## config.mk

```make
export PLATFORM = sky130hd
export DESIGN_NAME = cpu_mem_if_flat
export DESIGN_NICKNAME = d
export VERILOG_FILES = /design/src/rtl/cpu_mem_if_if.sv /design/src/rtl/cpu_mem_if.sv /design/src/flat_wrapper.sv
export SDC_FILE = /design/constraint.sdc
export NUM_CORES = 1
export LEC_CHECK = 0
export CAP_MARGIN = 20
export CORE_ASPECT_RATIO = 0.9
export CORE_MARGIN = 5
export CORE_UTILIZATION = 44
export CTS_BUF_LIST = sky130_fd_sc_hd__clkbuf_2 sky130_fd_sc_hd__clkbuf_4 sky130_fd_sc_hd__clkbuf_8
export CTS_CLUSTER_DIAMETER = 40
export DETAILED_ROUTE_END_ITERATION = 12
export GPL_TIMING_DRIVEN = 0
export PLACE_DENSITY = 0.83
export RECOVER_POWER = 50
export SLEW_MARGIN = 20
export SYNTH_ARGS = -nofsm -noshare
export SYNTH_HDL_FRONTEND = slang
export SYNTH_SLANG_ARGS = --single-unit
```

## constraint.sdc

```tcl
create_clock -name clk -period 2.18 [get_ports clk]
set_clock_uncertainty 0.1 [all_clocks]
set_input_delay 0.218 -clock clk [delete_from_list [all_inputs] [get_ports clk]]
set_output_delay 0.218 -clock clk [all_outputs]
set_load 0.01 [all_outputs]
```

## src/rtl/cpu_mem_if_if.sv

```systemverilog
// Request/response channel and memory-bus signals of cpu_mem_if.
// Handshakes: a transfer happens on a rising clk edge where valid and ready
// are both 1; the sender holds valid and its payload stable until then, and
// the receiver never makes ready depend combinationally on valid.
interface cpu_mem_if_if #(
    parameter int AW = 16,
    parameter int DW = 16
);
    logic          req_valid;
    logic          req_ready;
    logic [1:0]    req_kind;
    logic [AW-1:0] req_addr;
    logic [DW-1:0] req_wdata;
    logic          rsp_valid;
    logic          rsp_ready;
    logic [1:0]    rsp_kind;
    logic [DW-1:0] rsp_data;
    logic          rsp_err;
    logic [DW-1:0] ir;
    logic          busy;
    logic          mem_en;
    logic          mem_we;
    logic [AW-1:0] mem_addr;
    logic [DW-1:0] mem_wdata;
    logic [DW-1:0] mem_rdata;
    logic          mem_ack;

    // The requester plus the memory model drive this side.
    modport master (
        output req_valid, req_kind, req_addr, req_wdata, rsp_ready,
               mem_rdata, mem_ack,
        input  req_ready, rsp_valid, rsp_kind, rsp_data, rsp_err, ir, busy,
               mem_en, mem_we, mem_addr, mem_wdata
    );

    // The interface stage itself.
    modport slave (
        input  req_valid, req_kind, req_addr, req_wdata, rsp_ready,
               mem_rdata, mem_ack,
        output req_ready, rsp_valid, rsp_kind, rsp_data, rsp_err, ir, busy,
               mem_en, mem_we, mem_addr, mem_wdata
    );
endinterface

```

## src/rtl/cpu_mem_if.sv

```systemverilog
// Memory-bus interface stage: turns one fetch/load/store request into a
// held-stable, ack-terminated bus cycle with timeout, returns the result on
// a valid/ready response channel and keeps the last fetched instruction.
module cpu_mem_if #(
    parameter int AW      = 16,
    parameter int DW      = 16,
    parameter int TIMEOUT = 15,
    parameter int TW      = 4
) (
    input  logic        clk,
    input  logic        rst_n,
    cpu_mem_if_if.slave bus,
    output logic [1:0]  o_state_dbg
);
    typedef enum logic [1:0] {
        ST_IDLE = 2'd0,
        ST_BUS  = 2'd1,
        ST_RESP = 2'd2
    } state_t;

    localparam logic [1:0]    KIND_FETCH = 2'd0;
    localparam logic [1:0]    KIND_STORE = 2'd2;
    localparam logic [1:0]    KIND_RSV   = 2'd3;
    localparam logic [TW-1:0] CNT_LAST   = TW'(TIMEOUT - 1);

    state_t        r_state,    w_state_nxt;
    logic [1:0]    r_kind,     w_kind_nxt;
    logic [AW-1:0] r_addr,     w_addr_nxt;
    logic [DW-1:0] r_wdata,    w_wdata_nxt;
    logic          r_mem_en,   w_mem_en_nxt;
    logic          r_mem_we,   w_mem_we_nxt;
    logic [TW-1:0] r_cnt,      w_cnt_nxt;
    logic [DW-1:0] r_rsp_data, w_rsp_data_nxt;
    logic          r_rsp_err,  w_rsp_err_nxt;
    logic [DW-1:0] r_ir,       w_ir_nxt;

    // State and datapath registers; reset aborts any transaction in flight.
    always_ff @(posedge clk) begin
        if (!rst_n) begin
            r_state    <= ST_IDLE;
            r_kind     <= '0;
            r_addr     <= '0;
            r_wdata    <= '0;
            r_mem_en   <= 1'b0;
            r_mem_we   <= 1'b0;
            r_cnt      <= '0;
            r_rsp_data <= '0;
            r_rsp_err  <= 1'b0;
            r_ir       <= '0;
        end else begin
            r_state    <= w_state_nxt;
            r_kind     <= w_kind_nxt;
            r_addr     <= w_addr_nxt;
            r_wdata    <= w_wdata_nxt;
            r_mem_en   <= w_mem_en_nxt;
            r_mem_we   <= w_mem_we_nxt;
            r_cnt      <= w_cnt_nxt;
            r_rsp_data <= w_rsp_data_nxt;
            r_rsp_err  <= w_rsp_err_nxt;
            r_ir       <= w_ir_nxt;
        end
    end

    // Next-state and next-register values; every register holds by default.
    always_comb begin
        w_state_nxt    = r_state;
        w_kind_nxt     = r_kind;
        w_addr_nxt     = r_addr;
        w_wdata_nxt    = r_wdata;
        w_mem_en_nxt   = r_mem_en;
        w_mem_we_nxt   = r_mem_we;
        w_cnt_nxt      = r_cnt;
        w_rsp_data_nxt = r_rsp_data;
        w_rsp_err_nxt  = r_rsp_err;
        w_ir_nxt       = r_ir;
        unique case (r_state)
            ST_IDLE: begin
                if (bus.req_valid) begin
                    w_kind_nxt  = bus.req_kind;
                    w_addr_nxt  = bus.req_addr;
                    w_wdata_nxt = bus.req_wdata;
                    w_cnt_nxt   = '0;
                    if (bus.req_kind == KIND_RSV) begin
                        // Reserved kind is answered with an error, no bus cycle.
                        w_state_nxt    = ST_RESP;
                        w_rsp_err_nxt  = 1'b1;
                        w_rsp_data_nxt = '0;
                    end else begin
                        w_state_nxt  = ST_BUS;
                        w_mem_en_nxt = 1'b1;
                        w_mem_we_nxt = (bus.req_kind == KIND_STORE);
                    end
                end
            end
            ST_BUS: begin
                // Ack is checked first so an ack on the last allowed cycle wins.
                if (bus.mem_ack) begin
                    w_state_nxt    = ST_RESP;
                    w_mem_en_nxt   = 1'b0;
                    w_mem_we_nxt   = 1'b0;
                    w_rsp_err_nxt  = 1'b0;
                    w_rsp_data_nxt = (r_kind == KIND_STORE) ? '0 : bus.mem_rdata;
                    if (r_kind == KIND_FETCH) begin
                        w_ir_nxt = bus.mem_rdata;
                    end
                end else if (r_cnt == CNT_LAST) begin
                    w_state_nxt    = ST_RESP;
                    w_mem_en_nxt   = 1'b0;
                    w_mem_we_nxt   = 1'b0;
                    w_rsp_err_nxt  = 1'b1;
                    w_rsp_data_nxt = '0;
                end else begin
                    w_cnt_nxt = r_cnt + TW'(1);
                end
            end
            ST_RESP: begin
                if (bus.rsp_ready) begin
                    w_state_nxt = ST_IDLE;
                end
            end
            default: begin
                w_state_nxt = ST_IDLE;
            end
        endcase
    end

    // All outputs come from registers or decode of the state register.
    assign bus.req_ready = (r_state == ST_IDLE);
    assign bus.busy      = (r_state != ST_IDLE);
    assign bus.rsp_valid = (r_state == ST_RESP);
    assign bus.rsp_kind  = r_kind;
    assign bus.rsp_data  = r_rsp_data;
    assign bus.rsp_err   = r_rsp_err;
    assign bus.ir        = r_ir;
    assign bus.mem_en    = r_mem_en;
    assign bus.mem_we    = r_mem_we;
    assign bus.mem_addr  = r_addr;
    assign bus.mem_wdata = r_wdata;
    assign o_state_dbg   = r_state;
endmodule

```

## src/flat_wrapper.sv

```systemverilog
// flat-port wrapper written by rule: the top's interface ports become plain ports
module cpu_mem_if_flat 
#(
    parameter int AW      = 16,
    parameter int DW      = 16,
    parameter int TIMEOUT = 15,
    parameter int TW      = 4
)
  (clk, rst_n, o_state_dbg, bus_req_valid, bus_req_kind, bus_req_addr, bus_req_wdata, bus_rsp_ready, bus_mem_rdata, bus_mem_ack, bus_req_ready, bus_rsp_valid, bus_rsp_kind, bus_rsp_data, bus_rsp_err, bus_ir, bus_busy, bus_mem_en, bus_mem_we, bus_mem_addr, bus_mem_wdata);
  cpu_mem_if_if #(.AW(AW), .DW(DW)) bus_i ();
  input  logic clk;
  input  logic rst_n;
  output logic [1:0] o_state_dbg;
  input wire logic [$bits(bus_i.req_valid)-1:0] bus_req_valid;
  input wire logic [$bits(bus_i.req_kind)-1:0] bus_req_kind;
  input wire logic [$bits(bus_i.req_addr)-1:0] bus_req_addr;
  input wire logic [$bits(bus_i.req_wdata)-1:0] bus_req_wdata;
  input wire logic [$bits(bus_i.rsp_ready)-1:0] bus_rsp_ready;
  input wire logic [$bits(bus_i.mem_rdata)-1:0] bus_mem_rdata;
  input wire logic [$bits(bus_i.mem_ack)-1:0] bus_mem_ack;
  output wire logic [$bits(bus_i.req_ready)-1:0] bus_req_ready;
  output wire logic [$bits(bus_i.rsp_valid)-1:0] bus_rsp_valid;
  output wire logic [$bits(bus_i.rsp_kind)-1:0] bus_rsp_kind;
  output wire logic [$bits(bus_i.rsp_data)-1:0] bus_rsp_data;
  output wire logic [$bits(bus_i.rsp_err)-1:0] bus_rsp_err;
  output wire logic [$bits(bus_i.ir)-1:0] bus_ir;
  output wire logic [$bits(bus_i.busy)-1:0] bus_busy;
  output wire logic [$bits(bus_i.mem_en)-1:0] bus_mem_en;
  output wire logic [$bits(bus_i.mem_we)-1:0] bus_mem_we;
  output wire logic [$bits(bus_i.mem_addr)-1:0] bus_mem_addr;
  output wire logic [$bits(bus_i.mem_wdata)-1:0] bus_mem_wdata;
  assign bus_i.req_valid = bus_req_valid;
  assign bus_i.req_kind = bus_req_kind;
  assign bus_i.req_addr = bus_req_addr;
  assign bus_i.req_wdata = bus_req_wdata;
  assign bus_i.rsp_ready = bus_rsp_ready;
  assign bus_i.mem_rdata = bus_mem_rdata;
  assign bus_i.mem_ack = bus_mem_ack;
  assign bus_req_ready = bus_i.req_ready;
  assign bus_rsp_valid = bus_i.rsp_valid;
  assign bus_rsp_kind = bus_i.rsp_kind;
  assign bus_rsp_data = bus_i.rsp_data;
  assign bus_rsp_err = bus_i.rsp_err;
  assign bus_ir = bus_i.ir;
  assign bus_busy = bus_i.busy;
  assign bus_mem_en = bus_i.mem_en;
  assign bus_mem_we = bus_i.mem_we;
  assign bus_mem_addr = bus_i.mem_addr;
  assign bus_mem_wdata = bus_i.mem_wdata;
  cpu_mem_if #(.AW(AW), .DW(DW), .TIMEOUT(TIMEOUT), .TW(TW)) u_core (.clk(clk), .rst_n(rst_n), .bus(bus_i), .o_state_dbg(o_state_dbg));
endmodule
```

# After elaboration in Yosys (flattened, before gate mapping)
# Index checks and enable logic that the tools add are counted.
# Widths: inputs -> output; s select.
[op_classes]
addsub = 1
eq_ne = 13
n_mux = 29
n_reduce_logical = 10
[op_table]
columns = ["operator", "n"]
rows = [
  ["$mux 16", 5],
  ["$pmux 16 s2", 1],
  ["$mux 4", 3],
  ["$reduce_and 4->1", 3],
  ["$mux 1", 10],
  ["$mux 2", 5],
  ["$ne 2x2->1 const B", 5],
  ["$eq 2x2->1 const B", 4],
  ["$pmux 4 s2", 1],
  ["$pmux 1 s2", 3],
  ["$pmux 2 s3", 1],
  ["$reduce_and 3->1", 2],
  ["$add 4x1->4 const B", 1],
  ["$eq 4x4->1 const B", 1],
  ["$logic_not 2->1", 2],
  ["$reduce_bool 2->1", 2],
  ["$ne 3x2->1 const B", 1],
  ["$eq 2x1->1 const B", 1],
  ["$ne 2x1->1 const B", 1],
  ["$reduce_and 2->1", 1],
]
[word_totals]
regBits = 75
inputBits = 55
out_inout_bits = 74
wordCells = 63

# Longest topological paths before layout
# Gate-level depths: netlist of run 1.
[depth]
word_depth = 4
ltp_mapped = 6
mapped_depth_nobuf = 5

# Worst setup path before layout of run 1
# Ideal clock, no wire load.
[synth_timing]
kind = "register -> register"
startpoint = "reg u_core.r_cnt[0]"
endpoint = "reg u_core.r_rsp_data[10], in the netlist u_core.bus.rsp_data[10]"
setup_time_ns = 0.060
t_arrival_ns = 1.431
required_ns = 2.020
setup_slack_ns = 0.590
path_stages_with_launch = 7
n_path_buf = 1
synth_period_minus_slack_ns = 1.590
path_cell_list = "dfxtp_1 > inv_1 > ha_1 > and3_1 > o221ai_4 > buf_4 > a32o_2"
[synth_between]
elab_chain_len = 3
[synth_rtl]
columns = ["element", "line_no", "rtl"]
rows = [
  ["start: declaration", "cpu_mem_if.sv:32", "logic [TW-1:0] r_cnt, w_cnt_nxt;"],
  ["start signal: assignment", "cpu_mem_if.sv:57", "r_cnt <= w_cnt_nxt;"],
  ["$eq 4x4->1", "cpu_mem_if.sv:106", "end else if (r_cnt == CNT_LAST) begin"],
  ["$ne 3x2->1 (no source line)", "-", ""],
  ["$reduce_and 4->1 (no source line)", "-", ""],
  ["end signal: assignment", "cpu_mem_if.sv:58", "r_rsp_data <= w_rsp_data_nxt;"],
  ["end: declaration", "cpu_mem_if.sv:33", "logic [DW-1:0] r_rsp_data, w_rsp_data_nxt;"],
]
# Every way passes these cells.
# A chain may end at the register's enable or synchronous reset.

# Worst setup path after layout of run 1
[layout_timing]
startpoint = "reg u_core.r_state[0], in the netlist u_core.o_state_dbg[0]"
endpoint = "out bus_busy"
[layout_between]
elab_chain_len = 1
[layout_rtl]
columns = ["element", "line_no", "rtl"]
rows = [
  ["start: declaration", "cpu_mem_if.sv:26", "state_t r_state, w_state_nxt;"],
  ["start signal: assignment", "cpu_mem_if.sv:51", "r_state <= w_state_nxt;"],
  ["$reduce_bool 2->1", "cpu_mem_if.sv:129", "assign bus.busy = (r_state != ST_IDLE);"],
  ["end: declaration", "flat_wrapper.sv:27", "output wire logic [$bits(bus_i.busy)-1:0] bus_busy;"],
]
# Every way passes these cells.

==> impl_metrics.csv, run 1 <==
group,metric,value,unit
status,outcome,"completed",
grt,antenna_found_initial,0,
logic_synthesis,async_flop_share,0,%
detailed_routing,drt-initial-drc-count,166,
floorplan,die_width,97.14,µm
floorplan,core-area,6621,µm²
timing,rsz0062_at_grt,"false",
pwr,internal_power,0.002560,W
detailed_routing,ant_nets,0,
logic_synthesis,ys_seq_area_share,49.94,%
worst_setup_path,slowest_stage,"clkdlybuf4s50_1",
pwr,switching_share,24.56,%
logic_synthesis,netlist_area,3007,µm²
worst_setup_path,critical_path_buf_inv_count,3,
logic_synthesis,yosys-top-cells-area,"dfxtp_1 (50%), nand2_1 (9.2%), a21oi_1 (6.0%), a32o_2 (5.2%), a21boi_1 (4.2%)",
worst_setup_path,arrival,1.72,ns
worst_setup_path,cp_max_fo,10,
timing,fmax,489.6,MHz
place,dp_hpwl,6486,µm
clocking,cts_root_buf,"clkbuf_8",
final_layout,final_net_count,514,
grt,grt_pass1_vias,2880,
place,routabilityCongestion,0.8996,
detailed_routing,firstDrtPassIters,4,
floorplan,die-area,8589,µm²
pwr,clockPowerShare,38.2,%
pwr,p_seq_share,43.8,%
place,postPlaceCellArea,4390,µm²
detailed_routing,wire_per_inst,15.58,µm
pwr,switching_power,0.0008334,W
final_layout,layout-drive-gt1-share,12.12,%
pwr,p_per_area,731.7,nW/µm²
grt,grt_use_total,20.26,%
timing,finalWorstSetupSlack,0.1374,ns
final_layout,antenna_cells,0,
grt,overflow,0,
clocking,cts_buffers,9,
logic_synthesis,syn-num-nets,376,
place,portBuffers,127,
final_layout,finish.instance_area,4637,µm²
place,dp_slack,0.1541,ns
final_layout,area_growth,54.22,%
clocking,insertion_delay,0.35,ns
timing,min_period_over_period,93.70,%
logic_synthesis,ys_top_cells_by_count,"dfxtp_1 (75), nand2_1 (74), a21oi_1 (36), and3_1 (18), a21boi_1 (17)",
worst_setup_path,path_cells,"clkbuf_4 > nor2_1 > inv_2 > clkdlybuf4s50_1",
floorplan,ios,129,
timing,period_needed,2.043,ns
place,dp.cells,536,
logic_synthesis,yosysWarningCount,0,
clocking,cts_htree_levels,3,
grt,grt_pass1_wl,14140,µm
pwr,worst_ir_drop_vdd,513.1,µV
final_layout,fin_cells,552,
timing,relSlewSlack,60.83,%
logic_synthesis,synth_cells,319,
worst_setup_path,slowest_delay,0.53,ns
detailed_routing,routed-via-count,2850,
logic_synthesis,synth_top_area_share,49.94,%
worst_setup_path,worst-endpoint-required,1.86,ns
min_path,hold_path.class,"input port to register",
worst_setup_path,endpoint_kind,"output pin",
pwr,leakage,2.066,nW
final_layout,fillCellCount,529,
detailed_routing,wirelength,8600,µm
timing,finalHoldViolCount,0,
clocking,cts_tree,"done",
run,drv_cap,0,
detailed_routing,viasPerCell,5.163,
logic_synthesis,synth_edf_count,0,
worst_setup_path,crit_type,"register to output pin",
clocking,cts-hold-fix-buffers,0,
logic_synthesis,yosysUniqueCellTypes,39,
timing,worst_pin_slew,0.5876,ns
detailed_routing,drcViolationCount,0,
floorplan,rows,28,
worst_setup_path,crit_family,"buffers and inverters",
timing,setup_viol,0,
worst_setup_path,critPathLaunchType,"register",
timing,fin_tns_setup,0,ns
logic_synthesis,yosys_register_bits,75,
logic_synthesis,synth.most_common_cell,"dfxtp_1",
logic_synthesis,synth_ff_type,"dfxtp_1",
pwr,p_comb_share,17.9,%
timing,drv_slew,0,
clocking,cts_sinks,75,
final_layout,multi_input_area,1324,µm²
floorplan,initial_core_util,45.41,%
logic_synthesis,syn_area_per_cell,9.425,µm²
floorplan,die_h,88.42,µm
logic_synthesis,synth_area_leader_cell,"dfxtp_1",
final_layout,final-seq-area,1501,µm²
grt,grt_max_degree,13,
clocking,path_clk_slew,0.08,ns
clocking,max-clock-path-buffers,2,
layout by cell type (no fill, tap or decap), types with 4 or more instances in the layout:
cell type,n
clkbuf_1,11
and3_1,18
a21oi_1,36
inv_1,4
inv_2,4
o21a_1,16
buf_6,5
a21boi_1,17
clkdlybuf4s50_1,62
buf_2,8
dfxtp_1,75
clkbuf_8,10
a32o_2,14
nand2_1,74
dlygate4sd3_1,65
per-stage QoR:
| step | hold slack [ns] | util, % | power (W) |
|---|---|---|---|
| 4_1_cts | 0.1116 | 70.01 | 0.003454 |
| 2_1_floorplan | 0.2438 | - | 0.001815 |
| 5_1_grt | 0.1202 | 70.03 | 0.003547 |
| 3_3_place_gp | 0.3410 | 66.31 | 0.002140 |
| 6_report | 0.1262 | 70.03 | 0.003393 |
| 3_5_place_dp | 0.3463 | 66.31 | 0.002155 |
layer usage:
metal  vias to the layer above  GRT usage (%)  share of wire, %
met5                         -              0                 0
met4                         0          3.699              0.65
met3                         8          10.17                11
met2                       121          33.65                46
met1                      1318          24.20                43
li1                       1403              -                 -
worst register-to-register path, delay by kind of cell, from the launching register on:
| kind | cells | cell delay (ns) |
|---|---|---|
| AO/OA/AOI/OAI | 2 | 0.51 |
| adder cells (fa/ha/maj) | 1 | 0.23 |
| buffers and inverters | 2 | 0.34 |
| flip-flops | 1 | 0.39 |
| AND/OR/NAND/NOR | 1 | 0.24 |
sequential cells by signal (all words and copies together) (netlist names):
name,count
u_core.r_cnt,4
u_core.o_state_dbg,2
u_core.bus.rsp_err,1
u_core.bus.mem_wdata,16
u_core.bus.rsp_data,16
u_core.bus.mem_we,1
u_core.bus.ir,16
u_core.bus.mem_addr,16
u_core.bus.rsp_kind,2
u_core.bus.mem_en,1
kinds of logic after synthesis:
group / count (synthesis) / synth area share [%]
AND/OR/NAND/NOR: 106 / 16.81
adder cells (fa/ha/maj): 2 / 0.8322
buffers and inverters: 34 / 6.034
AO/OA/AOI/OAI: 101 / 26.05
multiplexers: 1 / 0.3329
flip-flops: 75 / 49.94
worst paths after layout:
path / startpoint / slack [ns] / endpoint / cells past startpoint
worst max-delay path: u_core.o_state_dbg[0] / 0.14 / bus_busy / 4
worst min-delay path: rst_n / 0.13 / u_core.bus.rsp_data[0] / 2
worst max register to register: u_core.r_cnt[0] / 0.31 / u_core.bus.rsp_data[14] / 6
worst min register to register: u_core.bus.mem_wdata[0] / 0.35 / u_core.bus.mem_wdata[0] / 2
power by group through the flow:
stage               sequential [W]  clock, W  combinational (W)
floorplan                  0.00155         0           0.000261
global route               0.00150   0.00139           0.000662
CTS                        0.00149   0.00133           0.000636
finish                     0.00149   0.00130           0.000608
global placement           0.00152         0           0.000621
detailed placement         0.00152         0           0.000632
area by class of cell:
cell class	instances	share of cell area (%)
Inverter	8	0.6476
Clock buffer	11	3.130
Tap cell	90	2.428
Clock inverter	5	2.159
Multi-Input combinational cell	210	28.55
Sequential cell	75	32.38
Buffer	26	3.292
Timing Repair Buffer	127	27.42
what timing repair did:
action,in CTS,in global routing
setup buffers,0,0
endpoints found under the setup margin,0,1
resized for setup,0,1
hold endpoints to repair,0,0
Note: power is estimated with default switching activity, not from simulation.
==> run 2, diff against run 1 <==
- ABC_CLOCK_PERIOD_IN_PS: not set -> 2180
==> results of run 2 <==
No change in the layout: final DEF, timing and power equal those of run 1.
==> run 3, diff against run 2 <==
- RECOVER_POWER: 50 -> 100
==> run 3 against run 2 <==
Against the previous run: register-to-register slack got worse by 0.09 ns; hold slack got worse by 0.00062 ns; power fell by 0.65%; die area did not move; non-clock buffer count did not move; largest cell class unchanged; critical endpoint unchanged; first-iteration DRC count fell by 0.60%; global-route usage did not move.
==> impl_metrics.csv, run 3 (synthesis results as in run 1) <==
group,metric,value,unit
status,outcome,"completed",
pwr,p_per_area,734.7,nW/µm²
detailed_routing,viasPerCell,5.136,
place,routabilityCongestion,0.8996,
grt,grt_max_degree,13,
detailed_routing,wl_met3,849,µm
detailed_routing,wirelength,8581,µm
detailed_routing,drcViolationCount,0,
worst_setup_path,worst-endpoint-required,1.86,ns
final_layout,antenna_cells,0,
detailed_routing,routed.top_layer,"met4",
clocking,cts_root_buf,"clkbuf_8",
timing,setup_viol,0,
grt,grt_pass1_wl,14140,µm
final_layout,layout-drive-gt1-share,10.82,%
detailed_routing,firstDrtPassIters,4,
floorplan,die_h,88.42,µm
place,portBuffers,127,
timing,relSlewSlack,35.97,%
clocking,path_clk_slew,0.08,ns
worst_setup_path,endpoint_kind,"output pin",
grt,grt_use_total,20.26,%
timing,worst_pin_slew,0.9586,ns
worst_setup_path,critPathLaunchType,"register",
timing,min_period_over_period,93.27,%
clocking,cts_resized,0,
clocking,cts_sinks,75,
floorplan,core-area,6621,µm²
worst_setup_path,path_cells,"clkbuf_4 > nor2_1 > clkinv_1 > clkdlybuf4s50_1",
worst_setup_path,arrival,1.72,ns
clocking,cts_tree,"done",
timing,fin_tns_setup,0,ns
final_layout,final_net_count,514,
floorplan,rows,28,
clocking,insertion_delay,0.35,ns
min_path,hold_path.class,"input port to register",
floorplan,ios,129,
worst_setup_path,slowest_delay,0.49,ns
pwr,leakage,2.051,nW
detailed_routing,drt-met1-wl,3755,µm
grt,overflow,0,
floorplan,die-area,8589,µm²
place,dp_hpwl,6486,µm
detailed_routing,route.met2.wl,3886,µm
detailed_routing,routed-via-count,2835,
worst_setup_path,slowest_stage,"clkdlybuf4s50_1",
worst_setup_path,cp_max_fo,10,
grt,antenna_found_initial,0,
worst_setup_path,r2r_setup_slack,0.22,ns
final_layout,mostFrequentLayoutCell,"dfxtp_1",
clocking,cts_htree_levels,3,
worst_setup_path,crit_family,"buffers and inverters",
detailed_routing,ant_nets,0,
timing,fmax,491.8,MHz
floorplan,initial_core_util,45.41,%
worst_setup_path,critical_path_buf_inv_count,3,
final_layout,area_growth,52.60,%
run,drv_cap,0,
timing,whs,0.1256,ns
detailed_routing,wire_per_inst,15.55,µm
floorplan,die_width,97.14,µm
clocking,post_cts_buffers,0,
pwr,worst_ir_drop_vdd,512.3,µV
timing,period_needed,2.033,ns
timing,drv_slew,0,
clocking,max-clock-path-buffers,2,
grt,grt_pass1_vias,2880,
clocking,cts-hold-fix-buffers,0,
worst_setup_path,crit_type,"register to output pin",
clocking,cts_buffers,9,
timing,finalHoldViolCount,0,
timing,rsz0062_at_grt,"false",
final_layout,final_cell_mix,"dfxtp_1 (75), nand2_1 (74), dlygate4sd3_1 (73), clkdlybuf4s50_1 (54), a21oi_1 (36)",
detailed_routing,drt-initial-drc-count,165,
final_layout,fillCellCount,536,
[run 3: cell types whose count changed in the layout (fill, tap and decap cells not counted), moves of 2 or more]
cell,change
a21boi_0,+8
a21boi_1,-8
buf_2,-3
buf_6,-2
clkbuf_1,+5
clkdlybuf4s50_1,-8
dlygate4sd3_1,+8
[run 3: layout make-up]
class,count,area (µm²),share of cell area (%)
plain buffers,26,131.4,2.863
clock buffers,11,145.1,3.163
clock inverters,5,100.1,2.182
inverters,8,30.03,0.6545
multi-input cells,210,1296,28.25
flip-flops and latches,75,1501,32.72
well taps,90,112.6,2.454
repair buffers,127,1271,27.71
[run 3: metrics by stage]
step	worst slack, ns	util (%)	cell area, µm²	power, W	cells
after floorplan	0.5897	-	3007	0.001815	319
after global placement	0.1985	66.31	4390	0.002140	536
after detailed placement	0.1541	66.31	4390	0.002155	536
after CTS	0.07061	70.01	4636	0.003454	552
after global routing	0.02819	69.29	4588	0.003523	552
final	0.1466	69.29	4588	0.003371	552
[run 3: report_power, final]
part / internal, W / total [W] / leakage (nW) / switching (W)
Combinational: 0.000297 / 0.000586 / 1.31 / 0.000288
Clock: 0.000801 / 0.00130 / 0.127 / 0.000498
Sequential: 0.00145 / 0.00149 / 0.611 / 0.0000407
Total: 0.00254 / 0.00337 / 2.05 / 0.000828
[run 3: routing by layer]
metal,vias up,track usage (%)
met1,1297,24.20
li1,1402,-
met2,124,33.65
met3,12,10.17
met4,0,3.699
met5,-,0
[run 3: final timing paths]
| check | endpoint | start | cells after the start |
|---|---|---|---|
| setup / recovery | bus_busy | u_core.o_state_dbg[0] | 4 |
| hold / removal | u_core.bus.rsp_data[0] | rst_n | 2 |
| setup reg to reg | u_core.bus.rsp_data[14] | u_core.r_cnt[0] | 6 |
| hold reg to reg | u_core.bus.mem_wdata[0] | u_core.bus.mem_wdata[0] | 2 |
[run 3: worst register-to-register path: cells and delay by family, from the launching register on]
family / cells / cell delay [ns]
adders and majority gates: 1 / 0.23
DFF: 1 / 0.39
and+or+nand+nor: 1 / 0.24
AOI/OAI and AO/OA: 2 / 0.54
buffers and inverters: 2 / 0.41
